$ cat config.mk
export PLATFORM = sky130hd
export DESIGN_NAME = bit_stream_serializer_flat
export DESIGN_NICKNAME = d
export VERILOG_FILES = /design/src/rtl/bit_stream_serializer_if.sv /design/src/rtl/bit_stream_serializer.sv /design/src/flat_wrapper.sv
export SDC_FILE = /design/constraint.sdc
export NUM_CORES = 1
export LEC_CHECK = 0
export BUFFER_PORTS_ARGS = -buffer_cell sky130_fd_sc_hd__buf_2
export CORE_MARGIN = 10
export CORE_UTILIZATION = 50
export CTS_CLUSTER_SIZE = 20
export DETAILED_ROUTE_END_ITERATION = 10
export GPL_TIMING_DRIVEN = 0
export PLACE_DENSITY = 0.77
export SLEW_MARGIN = 20
export SYNTH_ARGS = -nofsm -noshare
export SYNTH_HDL_FRONTEND = slang
export SYNTH_SLANG_ARGS = --single-unit
$ cat constraint.sdc
create_clock -name clk -period 1.8 [get_ports clk]
set_input_delay 0.18 -clock clk [delete_from_list [all_inputs] [get_ports clk]]
set_output_delay 0.18 -clock clk [all_outputs]
set_load 0.02 [all_outputs]
$ cat src/rtl/bit_stream_serializer_if.sv
// Word-load handshake and serial bit stream bundle for bit_stream_serializer.
// The word source drives the load_* fields and stall; the serializer drives the rest.
interface bit_stream_serializer_if #(
    parameter int WIDTH = 8
);
    localparam int LEN_W = $clog2(WIDTH + 1);

    logic             load_valid;
    logic             load_ready;
    logic [WIDTH-1:0] load_data;
    logic [LEN_W-1:0] load_len;
    logic             stall;
    logic             ser_out;
    logic             ser_valid;
    logic             busy;
    logic             done;

    modport master (
        output load_valid, load_data, load_len, stall,
        input  load_ready, ser_out, ser_valid, busy, done
    );

    modport slave (
        input  load_valid, load_data, load_len, stall,
        output load_ready, ser_out, ser_valid, busy, done
    );
endinterface

$ cat src/rtl/bit_stream_serializer.sv
// Parallel-to-serial feeder: takes a word of up to WIDTH bits through valid/ready and
// emits it one bit per clock with a per-bit strobe and an end-of-word done pulse.
module bit_stream_serializer #(
    parameter int WIDTH      = 8,
    parameter bit MSB_FIRST  = 1'b1,
    parameter bit IDLE_LEVEL = 1'b0
) (
    input  logic                   clk,
    input  logic                   reset,
    bit_stream_serializer_if.slave bus
);
    localparam int LEN_W = $clog2(WIDTH + 1);

    typedef enum logic [0:0] {
        IDLE  = 1'b0,
        SHIFT = 1'b1
    } state_t;

    state_t           state, state_nxt;
    logic [WIDTH-1:0] shift_reg, shift_nxt;
    logic [LEN_W-1:0] cnt, cnt_nxt;
    logic [LEN_W-1:0] len_q, len_nxt;
    logic             ser_out_q, ser_out_nxt;
    logic             ser_valid_q, ser_valid_nxt;
    logic             done_q, done_nxt;
    logic [LEN_W-1:0] len_eff;
    logic [WIDTH-1:0] word;

    // Lengths above WIDTH are clamped rather than wrapped.
    function automatic logic [LEN_W-1:0] sat_len(input logic [LEN_W-1:0] len);
        if (int'(len) > WIDTH)
            return LEN_W'(WIDTH);
        else
            return len;
    endfunction

    // Drop bits above len; for MSB-first the first bit is moved up to the top position.
    function automatic logic [WIDTH-1:0] align_word(input logic [WIDTH-1:0] data,
                                                    input logic [LEN_W-1:0] len);
        logic [WIDTH-1:0] masked;
        masked = '0;
        for (int i = 0; i < WIDTH; i++) begin
            if (i < int'(len))
                masked[i] = data[i];
        end
        if (MSB_FIRST)
            return masked << (WIDTH - int'(len));
        else
            return masked;
    endfunction

    always_comb begin
        state_nxt     = state;
        shift_nxt     = shift_reg;
        cnt_nxt       = cnt;
        len_nxt       = len_q;
        ser_out_nxt   = ser_out_q;
        ser_valid_nxt = 1'b0;
        done_nxt      = 1'b0;
        len_eff       = sat_len(bus.load_len);
        word          = align_word(bus.load_data, len_eff);

        case (state)
            IDLE: begin
                ser_out_nxt = IDLE_LEVEL;
                if (bus.load_valid) begin
                    len_nxt = len_eff;
                    if (len_eff == '0) begin
                        done_nxt = 1'b1;
                    end else begin
                        state_nxt     = SHIFT;
                        cnt_nxt       = LEN_W'(1);
                        ser_valid_nxt = 1'b1;
                        if (MSB_FIRST) begin
                            ser_out_nxt = word[WIDTH-1];
                            shift_nxt   = word << 1;
                        end else begin
                            ser_out_nxt = word[0];
                            shift_nxt   = word >> 1;
                        end
                    end
                end
            end
            SHIFT: begin
                // A stalled edge holds everything and only drops the strobe.
                if (!bus.stall) begin
                    if (cnt == len_q) begin
                        state_nxt   = IDLE;
                        done_nxt    = 1'b1;
                        ser_out_nxt = IDLE_LEVEL;
                        cnt_nxt     = '0;
                        shift_nxt   = '0;
                    end else begin
                        ser_valid_nxt = 1'b1;
                        cnt_nxt       = cnt + LEN_W'(1);
                        if (MSB_FIRST) begin
                            ser_out_nxt = shift_reg[WIDTH-1];
                            shift_nxt   = shift_reg << 1;
                        end else begin
                            ser_out_nxt = shift_reg[0];
                            shift_nxt   = shift_reg >> 1;
                        end
                    end
                end
            end
            default: begin
                state_nxt = IDLE;
            end
        endcase
    end

    always_ff @(posedge clk or negedge reset) begin
        if (!reset) begin
            state       <= IDLE;
            shift_reg   <= '0;
            cnt         <= '0;
            len_q       <= '0;
            ser_out_q   <= IDLE_LEVEL;
            ser_valid_q <= 1'b0;
            done_q      <= 1'b0;
        end else begin
            state       <= state_nxt;
            shift_reg   <= shift_nxt;
            cnt         <= cnt_nxt;
            len_q       <= len_nxt;
            ser_out_q   <= ser_out_nxt;
            ser_valid_q <= ser_valid_nxt;
            done_q      <= done_nxt;
        end
    end

    assign bus.load_ready = (state == IDLE);
    assign bus.busy       = (state == SHIFT);
    assign bus.ser_out    = ser_out_q;
    assign bus.ser_valid  = ser_valid_q;
    assign bus.done       = done_q;
endmodule

$ cat src/flat_wrapper.sv
// flat-port wrapper written by rule: the top's interface ports become plain ports
module bit_stream_serializer_flat 
#(
    parameter int WIDTH      = 8,
    parameter bit MSB_FIRST  = 1'b1,
    parameter bit IDLE_LEVEL = 1'b0
)
  (clk, reset, bus_load_valid, bus_load_data, bus_load_len, bus_stall, bus_load_ready, bus_ser_out, bus_ser_valid, bus_busy, bus_done);
  bit_stream_serializer_if #(.WIDTH(WIDTH)) bus_i ();
  input  logic clk;
  input  logic reset;
  input wire logic [$bits(bus_i.load_valid)-1:0] bus_load_valid;
  input wire logic [$bits(bus_i.load_data)-1:0] bus_load_data;
  input wire logic [$bits(bus_i.load_len)-1:0] bus_load_len;
  input wire logic [$bits(bus_i.stall)-1:0] bus_stall;
  output wire logic [$bits(bus_i.load_ready)-1:0] bus_load_ready;
  output wire logic [$bits(bus_i.ser_out)-1:0] bus_ser_out;
  output wire logic [$bits(bus_i.ser_valid)-1:0] bus_ser_valid;
  output wire logic [$bits(bus_i.busy)-1:0] bus_busy;
  output wire logic [$bits(bus_i.done)-1:0] bus_done;
  assign bus_i.load_valid = bus_load_valid;
  assign bus_i.load_data = bus_load_data;
  assign bus_i.load_len = bus_load_len;
  assign bus_i.stall = bus_stall;
  assign bus_load_ready = bus_i.load_ready;
  assign bus_ser_out = bus_i.ser_out;
  assign bus_ser_valid = bus_i.ser_valid;
  assign bus_busy = bus_i.busy;
  assign bus_done = bus_i.done;
  bit_stream_serializer #(.WIDTH(WIDTH), .MSB_FIRST(MSB_FIRST), .IDLE_LEVEL(IDLE_LEVEL)) u_core (.clk(clk), .reset(reset), .bus(bus_i));
endmodule
# After elaboration in Yosys (flattened, before gate mapping)
# Cells that the tools add are included.
# W data, S select, Z words.
[word_totals]
reg_bits = 20
latchBits = 0
ram_bits = 0
mem_bits_ro = 0
inputBits = 16
out_inout_bits = 5
elab_cells = 63
n_memories = 0
[classes]
add_sub_neg = 2
mul = 0
div = 0
magnitude_cmp = 9
n_eq_ne = 4
n_shift = 1
muxes = 36
bitwise_logic = 1
n_reduce_logical = 3
[ops]
columns = ["operator", "count"]
rows = [
  ["$mux W8", 4],
  ["$shl A8 B32 Y8", 1],
  ["$mux W1", 21],
  ["$mux W4", 5],
  ["$lt A3 B4 Y1 const A", 4],
  ["$pmux W8 S2", 1],
  ["$lt A1 B4 Y1 const A", 2],
  ["$lt A2 B4 Y1 const A", 2],
  ["$pmux W1 S2", 4],
  ["$pmux W4 S2", 1],
  ["$ne A2 B2 Y1 const B", 3],
  ["$sub A4 B4 Y5 const A", 1],
  ["$add A4 B1 Y4 const B", 1],
  ["$eq A4 B4 Y1", 1],
  ["$gt A4 B4 Y1 const B", 1],
  ["$logic_not A4 Y1", 1],
  ["$reduce_and A3 Y1", 1],
  ["$reduce_and A2 Y1", 1],
  ["$not A1 Y1", 1],
]

# Depth between registers and ports, before layout
[depth]
depth_word = 8
mapped_depth = 10
ltp_nobuf = 9

# Least setup slack after synthesis
# No wires, ideal clock.
[synth_timing]
kind = "input -> register"
start = "input bus_load_len[0]"
end = "register u_core.cnt[2]"
setup_time_ps = 78
t_arrival_ps = 1668
required_time_ps = 1722
slack_ps = 54
stages = 10
n_path_buf = 2
path_cell_list = "nor2b_1 > buf_2 > inv_2 > ha_1 > or3b_4 > nand2_2 > and2_4 > buf_6 > o21bai_1 > o2bb2ai_1"
[synth_between]
elab_chain_len = 5
[synth_lines]
columns = ["item", "line", "text"]
rows = [
  ["start, declared", "flat_wrapper.sv:14", "input wire logic [$bits(bus_i.load_len)-1:0] bus_load_len;"],
  ["$gt A4 B4 Y1", "bit_stream_serializer.sv:31", "if (int'(len) > WIDTH)"],
  ["$mux W4 (*)", "bit_stream_serializer.sv:31", ""],
  ["named net u_core.len_eff[0]", "bit_stream_serializer.sv:26", "logic [LEN_W-1:0] len_eff;"],
  ["$logic_not A4 Y1 (*)", "bit_stream_serializer.sv:68", "if (len_eff == '0) begin"],
  ["$ne A2 B2 Y1 (no line) (*)", "n/a", ""],
  ["$reduce_and A3 Y1 (no line) (*)", "n/a", ""],
  ["end signal, assigned", "bit_stream_serializer.sv:124", "cnt <= cnt_nxt;"],
  ["end, declared", "bit_stream_serializer.sv:21", "logic [LEN_W-1:0] cnt, cnt_nxt;"],
]
# Mark *: on every way through the listed nets, which the timed path passes. The rest lies on a longest branch.
# A chain may end at the register's enable or synchronous reset.

# Worst setup path after layout
# Same ends and word-level chain as after synthesis.

==> run_results.csv <==
group,metric,value,unit
final_layout,regArea,475,um2
final_layout,multi_input_area,781,um2
flow_run,maxCapViolCount,0,
clock_network,cts_root_buffer,"clkbuf_4",
grt,grt_pass1_vias,1189,
clock_network,cts_buffers,3,
die,fp.dieArea,0.00506,mm2
logic_synthesis,yosysSeqAreaShare,36.4,%
die,core.rowCount,18,
critical_path,crit_start,"bus_load_len[0]",
critical_path,crit_arrival,1.96,ns
clock_network,cts_tree,"yes",
route,vias,1177,
route,drtIter0Drc,66,
logic_synthesis,synth.cell_area,0.00131,mm2
place,numPortBuffers,20,
logic_synthesis,ys.flop_type,"dfrtp_1",
logic_synthesis,synth_simple_gate_area_share,25.5,%
final_layout,diodes,0,
timing,max_freq,0.575,GHz
timing,fin_crit,1.74,ns
die,die_w,71.1,um
power_and_ir_drop,peakVddDrop,0.000735,V
status,status,"complete, no violations",
critical_path,endpoint_kind,"flip-flop",
die,die_height,71.1,um
timing,fin_setup_tns,0,ns
critical_path,start_kind,"input pin",
timing,hold_violations,0,
hold_path,holdCritStartpoint,"bus_stall",
logic_synthesis,synth_compound_area_share,23.7,%
grt,grt.overflow.total,0,
clock_network,clkTransAtPathRegs,0.11,ns
critical_path,crit_fanout,10,
place,routabilityCongestion,0.833,
timing,post-route-period-util,96.7,%
final_layout,largest_reg_flops,7,
route,antenna_left,0,
logic_synthesis,async_flop_share,100,%
final_layout,layout_commonest_cell,"buf_2",
final_layout,n_fill_cell,219,
place,hpwl,2510,um
critical_path,r2r_start,"u_core.cnt[0]",
power_and_ir_drop,power_density,1240,mW/mm2
critical_path,critical_path_class,"in2reg",
power_and_ir_drop,p_total,1890,uW
timing,whs,0.212,ns
timing,setup_viol,0,
die,initial_utilization,52.8,%
final_layout,syn_to_final_growth,16.2,%
grt,grt_start_max_net_pins,20,
route,wl_per_cell,16.1,um
route,drcViolationCount,0,
final_layout,final_nets,189,
logic_synthesis,synthMuxAreaShare,2.01,%
logic_synthesis,yosys.cell_types.count,55,
die,io_pins,21,
clock_network,cts.htree.levels,1,
route,drtPass1Iterations,4,
clock_network,cts.sinks,19,
route,via_per_inst,5.94,
final_layout,final_cell_mix,"buf_2 (20), dfrtp_1 (19), nand2_1 (17), o21ai_0 (14), a21oi_1 (7)",
final_layout,instances_no_fill,198,
timing,max-slew-margin-rel,71.3,%
final_layout,drive_above_1_share,28.0,%
timing,finalClockSkew,0.00836,ns
logic_synthesis,ys_warn_count,0,
clock_network,insertion_delay,0.29,ns
die,core,0.00248,mm2
timing,grt_setup_unrepaired,"no",
logic_synthesis,syn_nets,161,
logic_synthesis,synth_xor_xnor_area_share,3.35,%
place,dpl.cell_count,191,
timing,tightest_slew,0.431,ns
power_and_ir_drop,p_leak,0.000694,uW
logic_synthesis,synth-edff-count,0,
critical_path,required,2.02,ns
grt,antenna_found_initial,0,
hold_path,hp-class,"in2reg",
logic_synthesis,synth-seq-cells,19,
grt,grt_pass1_wl,5240,um
logic_synthesis,synth_top_family_by_area,"simple AND/OR/NAND/NOR gates",
route,wirelength,3180,um
clock_network,clock_path_buffers,2,
logic_synthesis,syn-instance-count,141,
grt,grt_use_total,12.0,%
logic_synthesis,syn_area_per_cell,9.27,um2
logic_synthesis,synth_adder_area_share,3.83,%
timing,final_max_slew_viol_count,0,
report_power, final:
part / leakage, uW / internal (uW) / switching, uW
Sequential: 0.000247 / 591 / 150
Combinational: 0.000433 / 441 / 495
Clock: 0.0000150 / 86.1 / 124
Total: 0.000694 / 1120 / 769
synthesized netlist by cell type, types with 2 or more instances:
master	number	area share [%]
nor2b_1	3	1.4
buf_6	3	2.6
and2b_1	2	1.1
a22oi_1	3	1.7
xnor2_1	4	2.7
dfrtp_1	19	36
nand2_1	17	4.9
a22o_1	2	1.3
o21ai_1	2	0.77
inv_1	5	1.4
nor3_1	2	0.77
o22ai_1	2	0.96
nor2_1	4	1.1
a21oi_1	7	2.7
a211oi_1	2	1.1
nand2b_1	3	1.4
ha_1	4	3.8
nand3_1	6	2.3
o21ai_0	14	5.4
nand4_1	2	0.96
path summary, 6_finish.rpt:
kind	depth (start not counted)	endpoint	slack, ns
worst max-delay path	11	u_core.cnt[2]	0.06
max in group asynchronous	2	u_core.shift_reg[1]	1.15
worst min register to register	2	u_core.len_q[0]	0.52
worst max register to register	6	u_core.shift_reg[6]	0.08
worst min-delay path	3	u_core.bus.busy	0.21
min in group asynchronous	2	u_core.cnt[0]	0.34
stage by stage:
stage                     worst slack (ns)  util (%)  area, um2
final                               0.0595      61.3       1520
after detailed placement            -0.340      58.3       1450
after floorplan                     0.0541         -       1310
after global routing               0.00158      61.3       1520
after global placement              -0.257      58.3       1450
after CTS                           0.0119      60.3       1490
layer usage:
layer | vias to the layer above | share of wire [%] | global-route usage (%)
met5 | - | 0 | 0
met4 | 0 | 1.5 | 5.59
met3 | 4 | 6.3 | 2.09
met2 | 36 | 47 | 20.0
met1 | 566 | 45 | 14.5
li1 | 571 | - | -
worst max-delay path, cell delays in order:
cell and delay, ns:
buf_2 0.15, nor2b_1 0.13, buf_4 0.16, inv_4 0.08, ha_4 0.15, or3b_4 0.44, nand2_4 0.11, and2_4 0.16
buf_6 0.14, o21bai_1 0.12, o2bb2ai_1 0.14
area by class of cell:
class | count | area share, %
Multi-Input combinational cell | 111 | 51.4
Sequential cell | 19 | 31.3
Timing Repair Buffer | 23 | 8.24
Buffer | 5 | 3.21
Tap cell | 30 | 2.47
Clock buffer | 4 | 1.73
Inverter | 6 | 1.65
logic make-up after synthesis:
group                    after synthesis
AND/OR/NAND/NOR                       55
AO/OA/AOI/OAI                         45
multiplexers                           2
buffers and inverters                 11
flip-flops                            19
XOR/XNOR                               5
adder cells (fa/ha/maj)                4
what timing repair did:
item                                   in CTS  in global routing
pin swaps                                   1                  1
endpoints found under the hold margin      19                  0
hold buffers                                1                  0
gates resized for setup                     2                  3
gates cloned                                0                  0
setup buffers                               0                  2
setup endpoints to repair                   2                  5
(Power assumes the default switching activity.)
